[config.mk]
export PLATFORM = sky130hd
export DESIGN_NAME = spu_issue_scoreboard
export DESIGN_NICKNAME = d
export VERILOG_FILES = /design/src/rtl/spu_issue_scoreboard.sv
export SDC_FILE = /design/constraint.sdc
export NUM_CORES = 1
export LEC_CHECK = 0
export CAP_MARGIN = 20
export CORE_MARGIN = 3
export CORE_UTILIZATION = 30
export DETAILED_ROUTE_END_ITERATION = 8
export GPL_TIMING_DRIVEN = 0
export PLACE_DENSITY_LB_ADDON = 0.08
export SYNTH_ARGS = -nofsm -noshare
export SYNTH_HDL_FRONTEND = slang
export SYNTH_HIERARCHICAL = 1
export SYNTH_SLANG_ARGS = --single-unit
export TNS_END_PERCENT = 20
[constraint.sdc]
create_clock -name clk -period 3.13 [get_ports clk]
set_clock_uncertainty 0.15 [all_clocks]
set_input_delay 0.313 -clock clk [delete_from_list [all_inputs] [get_ports clk]]
set_output_delay 0.313 -clock clk [all_outputs]
set_load 0.02 [all_outputs]
[src/rtl/spu_issue_scoreboard.sv]
// Dual-pipe in-order issue scoreboard: per-pipe writeback reservation shift
// registers, RAW/WAW/intra-pair/structural stall logic, and register-table write strobes.

module spu_issue_scoreboard_pipe #(
   parameter int ADDR_W  = 7,
   parameter int MAX_LAT = 7
) (
   input  logic                         clk,
   input  logic                         reset,
   input  logic [MAX_LAT-1:0]           load_oh,
   input  logic [ADDR_W-1:0]            load_addr,
   output logic [MAX_LAT:0]             slot_v,
   output logic [MAX_LAT:0][ADDR_W-1:0] slot_a
);
   // Slot k commits k cycles from now; an empty slot carries address 0.
   always_ff @(posedge clk or negedge reset) begin
      if (!reset) begin
         slot_v <= '0;
         slot_a <= '0;
      end else begin
         for (int k = 0; k < MAX_LAT; k++) begin
            if (load_oh[k]) begin
               slot_v[k] <= 1'b1;
               slot_a[k] <= load_addr;
            end else begin
               slot_v[k] <= slot_v[k+1];
               slot_a[k] <= slot_a[k+1];
            end
         end
         slot_v[MAX_LAT] <= 1'b0;
         slot_a[MAX_LAT] <= '0;
      end
   end
endmodule

module spu_issue_scoreboard #(
   parameter int ADDR_W  = 7,
   parameter int MAX_LAT = 7,
   parameter bit BYPASS  = 1'b1
) (
   input  logic              clk,
   input  logic              reset,
   input  logic              even_valid,
   input  logic [ADDR_W-1:0] even_ra_addr,
   input  logic [ADDR_W-1:0] even_rb_addr,
   input  logic [ADDR_W-1:0] even_rc_addr,
   input  logic [2:0]        even_src_use,
   input  logic [ADDR_W-1:0] even_rt_addr,
   input  logic              even_rt_we,
   input  logic [2:0]        even_lat,
   input  logic              odd_valid,
   input  logic [ADDR_W-1:0] odd_ra_addr,
   input  logic [ADDR_W-1:0] odd_rb_addr,
   input  logic [ADDR_W-1:0] odd_rt_st_addr,
   input  logic [2:0]        odd_src_use,
   input  logic [ADDR_W-1:0] odd_rt_addr,
   input  logic              odd_rt_we,
   input  logic [2:0]        odd_lat,
   output logic              even_issue,
   output logic              odd_issue,
   output logic              reg_write_even,
   output logic [ADDR_W-1:0] rt_addr_even,
   output logic              reg_write_odd,
   output logic [ADDR_W-1:0] rt_addr_odd,
   output logic              idle
);
   localparam int NUM_PIPES = 2;
   // With forwarding, a slot-0 write is visible to same-cycle reads.
   localparam int PEND_LO   = BYPASS ? 1 : 0;

   logic [NUM_PIPES-1:0]                        vld, we, issue, haz;
   logic [NUM_PIPES-1:0][2:0]                   src_use, lat_in, lat_eff;
   logic [NUM_PIPES-1:0][2:0][ADDR_W-1:0]       src_a;
   logic [NUM_PIPES-1:0][ADDR_W-1:0]            rt_a;
   logic [NUM_PIPES-1:0][MAX_LAT-1:0]           load_oh;
   logic [NUM_PIPES-1:0][MAX_LAT:0]             slot_v;
   logic [NUM_PIPES-1:0][MAX_LAT:0][ADDR_W-1:0] slot_a;
   logic                                        pair_haz;

   assign vld      = {odd_valid, even_valid};
   assign we       = {odd_rt_we, even_rt_we};
   assign src_use  = {odd_src_use, even_src_use};
   assign lat_in   = {odd_lat, even_lat};
   assign rt_a     = {odd_rt_addr, even_rt_addr};
   assign src_a[0] = {even_ra_addr, even_rb_addr, even_rc_addr};
   assign src_a[1] = {odd_ra_addr, odd_rb_addr, odd_rt_st_addr};
   assign issue    = {odd_issue, even_issue};

   genvar g;
   generate
      for (g = 0; g < NUM_PIPES; g++) begin : g_pipe
         assign lat_eff[g] = (lat_in[g] == 3'd0) ? 3'd1 : lat_in[g];
         assign load_oh[g] = (issue[g] & we[g]) ? (MAX_LAT'(1) << (lat_eff[g] - 3'd1)) : '0;

         spu_issue_scoreboard_pipe #(
            .ADDR_W  (ADDR_W),
            .MAX_LAT (MAX_LAT)
         ) u_pipe (
            .clk       (clk),
            .reset     (reset),
            .load_oh   (load_oh[g]),
            .load_addr (rt_a[g]),
            .slot_v    (slot_v[g]),
            .slot_a    (slot_a[g])
         );
      end
   endgenerate

   always_comb begin
      haz = '0;
      for (int p = 0; p < NUM_PIPES; p++) begin
         for (int q = 0; q < NUM_PIPES; q++) begin
            for (int k = 0; k <= MAX_LAT; k++) begin
               for (int s = 0; s < 3; s++)
                  if (src_use[p][s] && k >= PEND_LO && slot_v[q][k] && slot_a[q][k] == src_a[p][s])
                     haz[p] = 1'b1;
               if (we[p] && k >= 1 && slot_v[q][k] && slot_a[q][k] == rt_a[p])
                  haz[p] = 1'b1;
            end
         end
         // Own slot[L] would shift onto the slot this issue loads.
         if (we[p] && slot_v[p][lat_eff[p]])
            haz[p] = 1'b1;
      end
   end

   always_comb begin
      pair_haz = 1'b0;
      for (int s = 0; s < 3; s++)
         if (src_use[1][s] && src_a[1][s] == rt_a[0])
            pair_haz = 1'b1;
      if (we[1] && rt_a[1] == rt_a[0])
         pair_haz = 1'b1;
      pair_haz = pair_haz & even_issue & we[0];
   end

   assign even_issue     = vld[0] & ~haz[0];
   assign odd_issue      = vld[1] & ~haz[1] & ~pair_haz & (~vld[0] | even_issue);

   assign reg_write_even = slot_v[0][0];
   assign rt_addr_even   = slot_a[0][0];
   assign reg_write_odd  = slot_v[1][0];
   assign rt_addr_odd    = slot_a[1][0];
   assign idle           = ~|slot_v;
endmodule

## After elaboration in Yosys (flattened, before gate mapping)

Cells that the tools add are included.

- Output and inout bits: 19
- Word-level logic and storage cells: 475
- Bits of input ports: 74
- Flip-flop bits (word level): 112

- Equality and inequality tests: 100
- Add/sub/neg operators: 2
- Mux-type cells: 138
- Order comparisons: 2
- Shift-type cells: 2
- Bitwise gates (word level): 13
- Reductions and logical operators: 202

Operators by type and width:

| cell | number |
|---|---|
| == test 7 bit | 100 |
| logical AND 1 bit | 198 |
| 2-to-1 mux 1 bit | 118 |
| 2-to-1 mux 7 bit | 16 |
| OR reduction 14 bit | 1 |
| << shifter 1 x 3 -> 7 bit (first input constant) | 2 |
| bitwise AND 1 bit | 8 |
| less-than comparator 3 x 4 -> 1 bit (second input constant) | 2 |
| binary-select mux 1 bit (select 3 bit) | 2 |
| logical NOT 3 bit | 2 |
| 2-to-1 mux 3 bit | 2 |
| subtractor 3 x 1 -> 3 bit (second input constant) | 2 |
| inverter 1 bit | 4 |
| logical NOT 1 bit | 1 |
| OR 1 bit | 1 |

## Longest topological paths before layout

Gate-level depths: netlist of the first run.

- Word-level depth: 61
- Gate-level depth with buffers: 12
- Mapped depth without buffers: 9

## Modules after synthesis

The synthesis of the first run kept the hierarchy.

By module, submodules not included:

| module | instances | cells an instance | seq. area each (um2) | area an instance (um2) |
|---|---|---|---|---|
| spu_issue_scoreboard | 1 | 1490 | 0.0 | 11317.1 |
| spu_issue_scoreboard_pipe | 2 | 126 | 1401.3 | 2244.7 |

## Worst setup path after synthesis of the first run

No wires, ideal clock.

- Path type: input port to flip-flop
- Start point: input odd_lat[0]
- End point: register g_pipe[1].u_pipe/slot_a[10] in the netlist's numbering
- Setup time: 125 ps
- Data required time: 2855 ps
- Data arrival time: 2557 ps
- Path slack: 298 ps
- Stages: 10
- Path through: clkbuf_1 mux4_2 and2_0 o21ai_1 nand4_1 nor3_4 nand3_2 nor4b_2 buf_6 mux2_4

RTL lines:

| element | line | source |
|---|---|---|
| start, declared | 58 | `input logic [2:0] odd_lat,` |
| end signal, assigned by index | 24 | `slot_a[k] <= load_addr;` |
| end signal, assigned by index | 27 | `slot_a[k] <= slot_a[k+1];` |
| end, declared | 13 | `output logic [MAX_LAT:0][ADDR_W-1:0] slot_a` |

==> results of run 1 <==
-- cell type report --
class / count / area, um^2
plain buffers: 267 / 2280
repair buffers: 68 / 659
clock inverters: 6 / 52.6
clock buffers: 10 / 229
multi-input cells: 1374 / 11800
flip-flops and latches: 112 / 2800
well taps: 680 / 851
fillers: 5258 / 33000
inverters: 3 / 11.3
-- metal layers --
metal	global-route usage, %	share of wire, %	routed length, um
met2	43.5	45	35700
met3	4.92	7.6	6050
met1	37.7	43	34700
met4	11.7	4.3	3400
met5	0	0.014	11
-- state kept, by name, summed over array words and instances (netlist names) --
signal                cells
g_pipe.u_pipe/slot_a     98
g_pipe.u_pipe/slot_v     14
-- through the flow --
stage	setup TNS, ps	hold slack, ps	cell area [um^2]	worst slack [ps]
2_1_floorplan	0	-133	15900	298
3_3_place_gp	-518500	285	17200	-3380
3_5_place_dp	-143700	88.8	17200	-1510
4_1_cts	-8020	167	18400	-178
5_1_grt	-12290	149	18700	-207
6_report	-9370	149	18700	-187
-- worst max path at each step --
stage                                          from  depth (start not counted)                               endpoint
6_report                             odd_src_use[1]                         12  g_pipe[1].u_pipe/slot_a[33]$_DFF_PN0_
5_1_grt                             even_rt_addr[5]                         13  g_pipe[0].u_pipe/slot_a[11]$_DFF_PN0_
4_1_cts        g_pipe[0].u_pipe/slot_v[5]$_DFF_PN0_                         12  g_pipe[0].u_pipe/slot_a[11]$_DFF_PN0_
3_5_place_dp                         odd_rt_addr[2]                         11                              odd_issue
3_3_place_gp                                  reset                          1   g_pipe[0].u_pipe/slot_a[2]$_DFF_PN0_
2_1_floorplan                            odd_lat[0]                         10  g_pipe[1].u_pipe/slot_a[10]$_DFF_PN0_
-- cells by family after synthesis --
logic type,Yosys count,synth area share (%)
xor gates and xnor gates,812,45.0
and+or+nand+nor,444,16.9
buffers and inverters,270,11.1
DFF,112,17.7
muxes,88,8.39
AOI/OAI and AO/OA,12,0.578
adders and majority gates,2,0.158
other,2,0.0475
-- timing repair --
item | 4_1_cts | 5_1_grt
resized for setup | 253 | 66
endpoints found under the hold margin | 36 | 0
endpoints found under the setup margin | 115 | 109
hold buffers | 1 | 0
pin swaps | 17 | 17
buffers inserted | 11 | 9
-- where the power goes --
group          switching [mW]  internal (mW)  total, mW
Sequential             0.0434           1.51       1.55
Clock                   0.607          0.553       1.16
Combinational            1.36          0.966       2.32
Total                    2.01           3.03       5.04
-- Yosys cell counts, types with 2 or more instances --
library cell	count
a21oi_1	3
a41o_1	2
and2_1	16
and3_1	3
and4_1	7
and4b_1	2
buf_2	98
buf_4	121
buf_6	22
clkbuf_1	25
conb_1	2
dfrtp_1	112
ha_1	2
inv_1	3
mux2_4	84
mux2i_1	2
mux4_2	2
nand2_1	5
nand3_1	112
nand4_1	118
nor2_1	11
nor3_1	4
nor4_1	139
nor4b_2	2
o41ai_1	2
or2_1	12
or4_1	3
xnor2_1	557
xor2_1	254
-- critical path: stages --
cell and delay, ps:
clkdlybuf4s50_1 580, clkbuf_8 280, nand3_1 100, nor4_2 70, nor4_4 360, nand4_1 280
nor3_4 320, buf_4 180, and3_4 190, and4b_1 240, buf_6 190, mux2_4 310
==> metrics.yaml, run 1 <==
status:
  status: "finished with violations"
  violations: "negative setup slack"
clock_network:
  cts_sinks: 112
  path_clk_slew_ps: 80
  cts_root_buffer: "clkbuf_16"
  cts_made_buffers: 9
  cts_max_level: 3
  cts_tree: "done"
  cts_buffer_depth: 2
  clk_latency_ps: 380
drt:
  route.vias.total: 14000
  drtPass1Iterations: 5
  final_antenna_net_count: 0
  viasPerCell: 5.55
  drt_iter0_drc: 1366
  drcViolationCount: 0
  wl_um: 79900
  wl_per_cell_um: 31.7
synthesis:
  synth.distinct_cells: 46
  yosysTopAreaCellShare_pct: 30.9
  netlist_area_mm2: 0.0158
  ys_top_cells_by_area: "xnor2_1, dfrtp_1, xor2_1"
  ys_async_sr_fraction_pct: 100
  synth_edf_count: 0
  ys_ff_latch: 112
  avgSynthCellArea_um2: 9.07
  synthCells: 1742
  synth_seq_area_share_pct: 17.7
  yosysTopAreaCell: "xnor2_1"
  ys.warnings.count: 6
  ys.flop_type: "dfrtp_1"
setup_path:
  reg2reg_depth: 12
  critical_path_class: "in2reg"
  start_kind: "input port"
  r2r-end: "g_pipe[1].u_pipe/slot_a[33]$_DFF_PN0_"
  reg2reg_from: "g_pipe[1].u_pipe/slot_a[38]$_DFF_PN0_"
  arrival_ps: 3420
  cp.required_ps: 3230
  r2r_slack_ps: -170
  crit_path_max_fanout: 10
  end_kind: "register"
cells_and_area:
  n_antenna_cell: 0
  drive_above_1_share_pct: 25.8
  nets: 1911
  final_cells: 2520
  final_common_cell: "xnor2_1"
  final_cell_mix: "xnor2_1, xor2_1, buf_4"
  final_util_pct: 36.1
  syn_to_final_growth_pct: 18.3
timing:
  post-route-period-util_pct: 106
  hold_viol: 0
  rsz0062_at_grt: "yes"
  worstMarginPinSlew_ps: 995
  layout_setup_ws_ps: -187
  slew_violations: 0
  slew_headroom_pct: 33.0
  finalCriticalPeriod_ps: 3320
  setup_viol: 90
  fmax_mhz: 301
placed_design:
  dp_hpwl_um: 56900
  routabilityCongestion: 0.955
  port_buffers: 45
  dp_cells: 2483
die:
  die_w_um: 236
  coreArea_mm2: 0.0517
  rows: 83
  die_h_um: 236
  initial_core_util_pct: 30.6
  die_area_mm2: 0.0555
  io_pins: 93
pwr:
  ir_worst_vdd_uv: 281
  power_mw: 5.04
  leakagePower_nw: 6.89
  power_density_mw_per_mm2: 269
min_path:
  hp-start: "odd_rt_addr[3]"
  min_to: "g_pipe[1].u_pipe/slot_a[45]$_DFF_PN0_"
  hold_depth: 2
  worstHoldPathType: "in2reg"
global_route:
  antenna_found_initial: 1
  grt_pass1_wl_um: 111000
  track_usage_pct: 27.8
  grt_max_degree: 77
  grt-ovfl-total: 0
  first_global_vias: 13800
job:
  maxCapViolCount: 0
No activity file was read; power rests on OpenSTA's default activity.
==> run 2, diff against run 1 <==
CAP_MARGIN = not set   (was 20)
SETUP_SLACK_MARGIN = 0.3   (was not set)
==> run 2 against run 1 <==
  * The run still ends with negative setup slack left
  * Flip-flop and latch count stayed put
  * Worst hold slack better by 77 ps
  * Sequential power about the same
  * Non-clock buffer count shrank 3
  * Maximum frequency grew 0.30%
  * Critical path type is now reg2reg
==> metrics.yaml, run 2 (synthesized netlist as in run 1, its figures left out) <==
status:
  status: "finished with violations"
  violations: "negative setup slack"
cells_and_area:
  fillers: 5247  # -0.21%
  final_common_cell: "xnor2_1"
  final_util_pct: 36.1  # -0.070 points
  syn_to_final_growth_pct: 18.0
  nets: 1908  # -0.16%
  largestRegisters: "g_pipe.u_pipe/slot_a: 98 flops, g_pipe.u_pipe/slot_v: 14 flops"
  n_antenna_cell: 0  # unchanged
  design_area_mm2: 0.0187  # -0.19%
  final_cell_mix: "xnor2_1, xor2_1, buf_4"
  largest_reg_flops: 98  # unchanged
  regMostFlops: "g_pipe.u_pipe/slot_a"
  final_cells: 2517  # -0.12%
  drive_above_1_share_pct: 25.7  # -0.067 points
die:
  die_w_um: 236  # unchanged
  io_pins: 93  # unchanged
  die_h_um: 236  # unchanged
  coreArea_mm2: 0.0517  # unchanged
  rows: 83  # unchanged
  die_area_mm2: 0.0555  # unchanged
  initial_core_util_pct: 30.6  # unchanged
drt:
  drtPass1Iterations: 7  # +2
  final_antenna_net_count: 0  # unchanged
  drt_iter0_drc: 1429  # +4.6%
  route.vias.total: 14200  # +1.6%
  wl_per_cell_um: 32.0  # +1.0%
  drcViolationCount: 0  # unchanged
  wl_um: 80600  # +0.91%
  viasPerCell: 5.65  # +1.8%
placed_design:
  dp_worst_setup_slack_ps: -1470  # +37.0 ps
  dp_hpwl_um: 56600  # -0.51%
  port_buffers: 45  # unchanged
  routabilityCongestion: 0.933  # -2.3%
  dp_cells: 2482  # -0.040%
  post_dp_cell_area_mm2: 0.0172  # about the same
clock_network:
  cts_max_level: 3  # unchanged
  cts_sinks: 112  # unchanged
  cts_buffer_depth: 2  # unchanged
  cts_tree: "done"
  clk_latency_ps: 380  # about the same
  cts_made_buffers: 9  # unchanged
  path_clk_slew_ps: 80  # about the same
  cts_root_buffer: "clkbuf_16"
pwr:
  leakagePower_nw: 6.89  # about the same
  power_density_mw_per_mm2: 276  # +2.6%
  ir_worst_vdd_uv: 236  # -16%
  power_mw: 5.15  # +2.4%
timing:
  fin_tns_setup_ps: -10460  # -1090 ps
  slew_headroom_pct: 29.3  # -3.7 points
  fin_hold_ws_ps: 226  # +77.4 ps
  layout_setup_ws_ps: -177  # +9.80 ps
  hold_viol: 0  # unchanged
  finalCriticalPeriod_ps: 3310  # -9.80 ps
  setup_viol: 88  # -2.2%
  fmax_mhz: 302  # +0.30%
  worstMarginPinSlew_ps: 1050  # +55.6 ps
  slew_violations: 0  # unchanged
  post-route-period-util_pct: 106  # -0.31 points
  rsz0062_at_grt: "yes"
min_path:
  worstHoldPathType: "in2reg"
  hold_depth: 2  # unchanged
setup_path:
  end_kind: "register"
  arrival_ps: 3410  # about the same
  crit_path_max_fanout: 10  # unchanged
  cp.required_ps: 3240  # about the same
  critical_path_class: "reg2reg"
  reg2reg_depth: 10  # -2
  start_kind: "register"
global_route:
  grt-ovfl-total: 0  # unchanged
  grt_max_degree: 63  # -18%
  grt_pass1_wl_um: 111000  # +0.60%
  antenna_found_initial: 1  # unchanged
  track_usage_pct: 28.1  # +0.28 points
  first_global_vias: 13900  # +0.57%
job:
  maxCapViolCount: 0  # unchanged
[run 2: layer usage]
metal  vias to the layer above  share of wire (%)  wire (um)  global-route usage [%]
met5                         -             0.0087          7                       0
met4                         2                4.4       3530                    11.0
met3                       205                8.6       6900                    5.21
met2                       865                 43      35000                    43.2
met1                      7198                 44      35200                    38.9
li1                       5940                  -          -                       -
[run 2: path summary, 6_finish.rpt]
| path | to | startpoint | slack, ps |
|---|---|---|---|
| setup / recovery | g_pipe[0].u_pipe/slot_a[11]$_DFF_PN0_ | g_pipe[0].u_pipe/slot_v[3]$_DFF_PN0_ | -180 |
| hold / removal | g_pipe[0].u_pipe/slot_a[46]$_DFF_PN0_ | even_rt_addr[4] | 230 |
| setup reg to reg | g_pipe[0].u_pipe/slot_a[11]$_DFF_PN0_ | g_pipe[0].u_pipe/slot_v[3]$_DFF_PN0_ | -180 |
| hold reg to reg | g_pipe[1].u_pipe/slot_v[3]$_DFF_PN0_ | g_pipe[1].u_pipe/slot_v[4]$_DFF_PN0_ | 300 |
| max in group asynchronous | g_pipe[0].u_pipe/slot_a[22]$_DFF_PN0_ | reset | 1770 |
| min in group asynchronous | g_pipe[1].u_pipe/slot_a[14]$_DFF_PN0_ | reset | 290 |
[run 2: layout make-up]
class	count	area (um^2)	share of cell area [%]
Inverter	3	11.3	0.0604
Timing Repair Buffer	65	641	3.43
Tap cell	680	851	4.56
Clock buffer	10	229	1.23
Buffer	267	2240	12.0
Multi-Input combinational cell	1374	11800	63.3
Clock inverter	6	76.3	0.409
Sequential cell	112	2800	15.0
[run 2: timing repair]
item | CTS | global route
hold buffers | 1 | 0
endpoints found under the hold margin | 50 | 0
buffers inserted | 13 | 5
setup endpoints to repair | 115 | 114
pin swaps | 29 | 18
gates resized for setup | 265 | 37
[run 2: critical path, cell delays in order (launching register included)]
cell and delay (ps):
dfrtp_1 450, clkbuf_8 230, mux4_2 500, a31oi_4 250
and4_4 290, nand4_1 230, buf_4 240, nor2_4 110
and4bb_2 270, buf_8 160, mux2_4 310
[run 2: power by group]
group	total (mW)	internal (mW)	leakage [nW]	switching [mW]
Sequential	1.55	1.51	1.54	0.0422
Clock	1.26	0.636	0.143	0.628
Combinational	2.34	0.969	5.21	1.37
